**src/rtl/regfile_write_arb.sv**
```systemverilog
// rtl/regfile_write_arb.sv - round-robin write-port arbiter with post-reset zeroing of X0..X30
module regfile_write_arb #(
  parameter int NUM_REQ    = 4,
  parameter int DATA_WIDTH = 64,
  parameter int ADDR_WIDTH = 5,
  parameter int NUM_REGS   = 32
) (
  input  logic                             clk,
  input  logic                             reset,
  input  logic [NUM_REQ-1:0]               req,
  input  logic [NUM_REQ*ADDR_WIDTH-1:0]    reqAddr,
  input  logic [NUM_REQ*DATA_WIDTH-1:0]    reqData,
  output logic [NUM_REQ-1:0]               ack,
  output logic [ADDR_WIDTH-1:0]            writeReg,
  output logic [DATA_WIDTH-1:0]            writeData,
  output logic                             regWrite,
  output logic                             initDone
);

  localparam int PW = (NUM_REQ > 1) ? $clog2(NUM_REQ) : 1;
  localparam logic [ADDR_WIDTH-1:0] LAST_INIT = ADDR_WIDTH'(NUM_REGS - 2);
  localparam logic [ADDR_WIDTH-1:0] ZERO_REG  = ADDR_WIDTH'(NUM_REGS - 1);

  typedef enum logic [1:0] {
    INIT = 2'd0,
    RUN  = 2'd1
  } state_t;

  state_t                  state, next_state;
  logic [ADDR_WIDTH-1:0]   cnt;
  logic [PW-1:0]           ptr;
  logic                    grant_valid;
  logic [PW-1:0]           grant;
  logic [ADDR_WIDTH-1:0]   grant_addr;
  logic [DATA_WIDTH-1:0]   grant_data;

  // Scan from farthest to nearest so the requester closest to ptr overwrites the rest.
  always_comb begin
    grant_valid = 1'b0;
    grant       = '0;
    for (int k = NUM_REQ - 1; k >= 0; k--) begin
      if (req[(int'(ptr) + k) % NUM_REQ]) begin
        grant_valid = 1'b1;
        grant       = PW'((int'(ptr) + k) % NUM_REQ);
      end
    end
  end

  always_comb begin
    grant_addr = reqAddr[int'(grant) * ADDR_WIDTH +: ADDR_WIDTH];
    grant_data = reqData[int'(grant) * DATA_WIDTH +: DATA_WIDTH];
  end

  always_ff @(posedge clk) begin
    if (reset) begin
      state <= INIT;
    end else begin
      state <= next_state;
    end
  end

  always_comb begin
    next_state = INIT;
    ack        = '0;
    case (state)
      INIT: next_state = (cnt == LAST_INIT) ? RUN : INIT;
      RUN: begin
        next_state = RUN;
        if (grant_valid && !reset) begin
          ack[grant] = 1'b1;
        end
      end
      default: next_state = INIT;
    endcase
  end

  always_ff @(posedge clk) begin
    if (reset) begin
      cnt       <= '0;
      ptr       <= '0;
      writeReg  <= '0;
      writeData <= '0;
      regWrite  <= 1'b0;
      initDone  <= 1'b0;
    end else begin
      case (state)
        INIT: begin
          writeReg  <= cnt;
          writeData <= '0;
          regWrite  <= 1'b1;
          cnt       <= cnt + 1'b1;
          if (cnt == LAST_INIT) begin
            initDone <= 1'b1;
          end
        end
        RUN: begin
          if (grant_valid) begin
            writeReg  <= grant_addr;
            writeData <= grant_data;
            // X31 is hardwired zero: the grant is consumed but nothing is written.
            regWrite  <= (grant_addr != ZERO_REG);
            ptr       <= (int'(grant) == NUM_REQ - 1) ? '0 : grant + 1'b1;
          end else begin
            regWrite <= 1'b0;
          end
        end
        default: begin
          cnt      <= '0;
          regWrite <= 1'b0;
        end
      endcase
    end
  end

endmodule

```
**config.mk**
```make
export PLATFORM = sky130hd
export DESIGN_NAME = regfile_write_arb
export DESIGN_NICKNAME = d
export VERILOG_FILES = /design/src/rtl/regfile_write_arb.sv
export SDC_FILE = /design/constraint.sdc
export NUM_CORES = 1
export LEC_CHECK = 0
export CAP_MARGIN = 20
export CORE_AREA = 4 4 137 139
export DETAILED_ROUTE_END_ITERATION = 8
export DIE_AREA = 0 0 141 143
export PLACE_DENSITY = 0.67
export SYNTH_ARGS = -nofsm -noshare
export SYNTH_HDL_FRONTEND = slang
export SYNTH_SLANG_ARGS = --single-unit
```
**constraint.sdc**
```tcl
create_clock -name clk -period 6.1 [get_ports clk]
set_input_delay 1.22 -clock clk [delete_from_list [all_inputs] [get_ports clk]]
set_output_delay 1.22 -clock clk [all_outputs]
set_load 0.02 [all_outputs]
```
---- Word-level counts from Yosys, hierarchy flattened ----
Cells that the tools add are included.
operators by class
  add/sub/neg operators ................... 5
  $mul .................................... 1
  magnitude comparators ................... 6
  equality and inequality tests ........... 5
  shift-type cells ........................ 2
  muxes and demuxes ....................... 33
  bitwise operators ....................... 3
  reductions and logical operators ........ 11
operators with widths
  cell                 number
  $shiftx 256x9->64    1
  $pmux 64 s2          1
  $mux 64              1
  $pmux 5 s2           2
  $shiftx 20x6->5      1
  $mux 1               14
  $lt 3x4->1 const B   3
  $mux 2               5
  $bmux 1 s2           4
  $mux 4               2
  $lt 2x3->1 const B   2
  $reduce_and 2->1     3
  $reduce_or 2->1      3
  $add 5x1->5 const B  1
  $eq 5x5->1 const B   1
  $mul 2x3->5 const B  1
  $mux 5               1
  $ne 5x5->1 const B   1
  $add 2x1->2 const B  2
  $add 2x2->2 const B  2
  $eq 2x1->1 const B   2
  $pmux 1 s2           2
  $and 1x1->1 const A  3
  $demux 1 s2          1
  other kinds (6)      7
storage, ports and cells
  register bits after elaboration ......... 80
  input port bits ......................... 282
  output and inout port bits .............. 75
  logic and storage cells ................. 73

---- Depth between registers and ports, before layout ----
  depth in word-level cells ............... 16
  gate-level depth with buffers ........... 9
  gate-level depth less buffers ........... 7

---- Least setup slack after synthesis ----
OpenSTA, ideal clock, no wires.
  path kind ............................... input to output
  start point ............................. in req[2]
  end point ............................... out ack[3]
  data arrival time ....................... 2.754 ns
  data required time ...................... 4.880 ns
  slack ................................... 2.126 ns
  stages on the path ...................... 7
  path buffers ............................ 2
  path through ............................ mux2i_1 -> nor2_1 -> nor3_2 -> clkbuf_1 -> clkbuf_1 -> ha_1 -> and2_1
on the way
  cells in the longest elaborated chain, start to end .. 13
  elaborated cells on any way between the ends .. 27
  those cells by class .................... 2 x order compare; 23 x mux; 2 x reduce/logical
ends and longest elaborated chain
  element                                                                RTL line  text
  from (decl)                                                            10        input logic [NUM_REQ-1:0] req,
  $bmux 1 s2                                                             42        if (req[(int'(ptr) + k) % NUM_REQ]) begin
  $mux 1 (not written as such) (2 in a row)                              42
  $mux 2 (4 in a row)                                                    42
  $lt 2x3->1 (not written as such) / $ge 2x1->1 (equally long branches)  70        ack[grant] = 1'b1;
  $logic_and 1x1->1 (not written as such)                                70
  $mux 1 (not written as such)                                           70
  $demux 1 s2                                                            70
  $mux 4 *                                                               69        if (grant_valid && !reset) begin
  $mux 4 *                                                               65        case (state)
  to (decl)                                                              13        output logic [NUM_REQ-1:0] ack,
Every way passes the cells marked *; elsewhere a longest branch is shown, timed or not. The select of a mux whose other input is x is not followed.

---- Worst setup path in the final report ----
  start point ............................. in req[2]
  end point ............................... out ack[2]
The elaborated chain is that of the path after synthesis.

==> results.sh <==
export IMPL_fp_dieH_um=143
export IMPL_final_layout_size_suffix_gt1_frac=0.03366
export IMPL_p_comb_frac=0.241
export IMPL_cp_end_kind="output port"
export IMPL_arrival_ps=4030
export IMPL_avgSynthCellArea_um2=6.918
export IMPL_setup_tns_final_ps=0
export IMPL_synth_commonest_cells="nand2_1 (254), nand3_1 (120), dfxtp_1 (79)"
export IMPL_cp_required_ps=4880
export IMPL_cts_buffers=9
export IMPL_min_from="writeData[0]$_SDFFE_PP0P_"
export IMPL_floorplan_initialDensity=0.2703
export IMPL_final_seq_area_um2=1582
export IMPL_grt_pass1_vias=5843
export IMPL_wirelength_um=21990
export IMPL_rsz0062_at_grt="no"
export IMPL_rows=49
export IMPL_place_area_um2=8471
export IMPL_period_minus_slack_ps=5247
export IMPL_relSlewSlack=0.3995
export IMPL_area_growth_synth_to_final_pct=84.43
export IMPL_cts_sinks=79
export IMPL_cts_resized=0
export IMPL_ys_seq_elements=79
export IMPL_worst_clock_skew_ps=6.121
export IMPL_grt_overflow=0
export IMPL_ios=357
export IMPL_cts_root_buf="clkbuf_16"
export IMPL_yosysMostFrequentCell="nand2_1"
export IMPL_n_antenna_cell=0
export IMPL_dieWidth_um=141
export IMPL_grt_first_pass_wirelength_um=32130
export IMPL_synth_edf_count=0
export IMPL_cts_setup_buffers=0
export IMPL_yosysSeqAreaShare=0.3313
export IMPL_ant_nets=0
export IMPL_startpoint_type="input port"
export IMPL_synthCells=690
export IMPL_post_route_period_util=0.8602
export IMPL_status="finished clean"
export IMPL_worstMarginPinSlew_ps=900.7
export IMPL_crit_chain="clkdlybuf4s50_1 -> nor2b_1 -> a311oi_2 -> buf_4 -> nor2_4 -> buf_4 -> ha_1 -> and2_1 -> clkdlybuf4s50_1"
export IMPL_crit_start="req[2]"
export IMPL_final_nets=1293
export IMPL_place_hpwl_um=15940
export IMPL_max_freq_mhz=190.6
export IMPL_ys_flop_type="dfxtp_1"
export IMPL_p_clk_frac=0.408
export IMPL_hold_viol_final=0
export IMPL_slew_violations=0
export IMPL_drt_iter0_markers=322
export IMPL_syn_area_um2=4773
export IMPL_core_um2=17660
export IMPL_vias=6223
export IMPL_syn_num_nets=978
export IMPL_yosysUniqueCellTypes=38
export IMPL_fin_area_um2=8803
export IMPL_multiInputGateArea_um2=2943
export IMPL_crit_buf_inv=4
export IMPL_clk_path_buf_depth=2
export IMPL_path_clk_slew_ps=60
export IMPL_p_int_uw=1113
export IMPL_yosys_warnings=0
export IMPL_htreeDepth=3
export IMPL_grt_usage=0.2011
export IMPL_grt_max_degree=89
export IMPL_crit_slowest_cell="clkdlybuf4s50_1"
export IMPL_power_leakage_uw=0.003351
export IMPL_setup_violations=0
export IMPL_pwr_share_seq=0.351
export IMPL_whs_ps=450.7
export IMPL_p_sw_uw=374.0
export IMPL_switching_share=0.2515
export IMPL_first_pass_iters=5
export IMPL_fp_dieArea_um2=20160
export IMPL_drcViolationCount=0
export IMPL_power_density_nw_per_um2=168.9
export IMPL_routedWlPerCell_um=17.75
export IMPL_ir_drop_uv=158.0
export IMPL_synth_top_area_cell="dfxtp_1"
export IMPL_grt_antenna_before_repair=1
export IMPL_async_flop_share=0
export IMPL_min_path_type="reg -> reg"
export IMPL_drv_cap=0
export IMPL_port_buffers=356
export IMPL_hold_buffers=0
export IMPL_slowest_delay_ps=590
export IMPL_synth_top_area_frac=0.3313
export IMPL_fill_cells=1779
export IMPL_post_drt_via_cell_ratio=5.023
export IMPL_worstSkewPairLatency_ps=340
export IMPL_crit_family="buffers and inverters"
export IMPL_cp_max_fo=70
export IMPL_worstSetupPathType="in -> out"
export IMPL_yosys_top_cells_area="dfxtp_1 (33%), nand2_1 (20%), nand3_1 (13%)"
export IMPL_gp_congestion=0.8416
export IMPL_cts_tree="built"
export IMPL_r2r_start="ptr[1]$_SDFFE_PP0P_"
==> logic make-up (layout without fill, tap and decap cells) <==
| logic type | after synthesis | in the layout | synth area share |
|---|---|---|---|
| adder cells (fa/ha/maj) | 6 | 6 | 0.01573 |
| XOR/XNOR | 4 | 4 | 0.007341 |
| buffers and inverters | 67 | 387 | 0.05898 |
| AO/OA/AOI/OAI | 105 | 105 | 0.1929 |
| multiplexers | 2 | 2 | 0.004194 |
| flip-flops | 79 | 79 | 0.3313 |
| AND/OR/NAND/NOR | 427 | 427 | 0.3895 |
==> worst register-to-register path: cells and delay by family (launching register included) <==
kind	cells	cell delay [ps]
buffers and inverters	3	1440
AOI/OAI and AO/OA	4	950
and+or+nand+nor	2	200
DFF	1	410
==> power by group through the flow <==
stage	combinational (uW)	sequential (uW)	clock (uW)
6_report	358	522	607
3_5_place_dp	358	534	0
2_1_floorplan	136	535	0
3_3_place_gp	358	534	0
5_1_grt	391	522	651
4_1_cts	361	522	626
==> registers in the layout, summed over array words and instances, names as in the netlist <==
name / count
writeReg: 5
cnt: 5
writeData: 64
regWrite: 1
ptr: 2
state: 1
initDone: 1
==> path summary, 6_finish.rpt <==
check / end / slack, ps / cells after the start
setup / recovery: ack[2] / 850 / 9
hold / removal: writeData[0]$_SDFFE_PP0P_ / 450 / 2
setup reg to reg: writeData[0]$_SDFFE_PP0P_ / 3030 / 9
hold reg to reg: writeData[0]$_SDFFE_PP0P_ / 450 / 2
==> cell usage in the layout (no fill, tap or decap), types with 2 or more instances in the layout <==
cell type / count
nand3_1: 120
dfxtp_1: 79
nand2b_1: 3
a21oi_1: 16
nor3b_1: 14
nor3_1: 3
nor4_1: 2
bufinv_16: 2
clkbuf_8: 2
mux2i_1: 2
o31a_1: 3
nor2_1: 16
clkbuf_16: 9
a311o_1: 5
nand4_1: 2
a211oi_1: 15
clkinvlp_4: 2
buf_4: 10
a32o_1: 59
ha_1: 6
clkdlybuf4s50_1: 356
xor2_1: 3
and2_1: 4
inv_1: 3
nor2b_1: 2
nand2_1: 254
nor2_4: 3
==> cell type report <==
type / instances / area share
clock buffers: 11 / 0.02871
clock inverters: 5 / 0.009096
inverters: 5 / 0.002416
multi-input cells: 544 / 0.3343
flip-flops and latches: 79 / 0.1796
well taps: 229 / 0.03255
repair buffers: 366 / 0.4133
==> metal layers <==
layer  vias up  share of wire  GRT usage
li1       3065              -          -
met1      2861           0.39     0.2408
met5         -        0.00059          0
met4         2          0.021    0.06731
met2       268           0.49     0.3480
met3        27           0.10    0.05693
==> through the flow <==
step	total power, uW	instances	worst slack (ps)	util
detailed placement	891.5	1223	849.5	0.4797
global placement	891.8	1223	891.2	0.4797
CTS	1509	1239	847.2	0.4986
floorplan	670.5	690	2126	-
finish	1487	1239	852.7	0.4986
global route	1564	1239	692.2	0.4986
No activity file was read; power rests on OpenSTA's default activity.
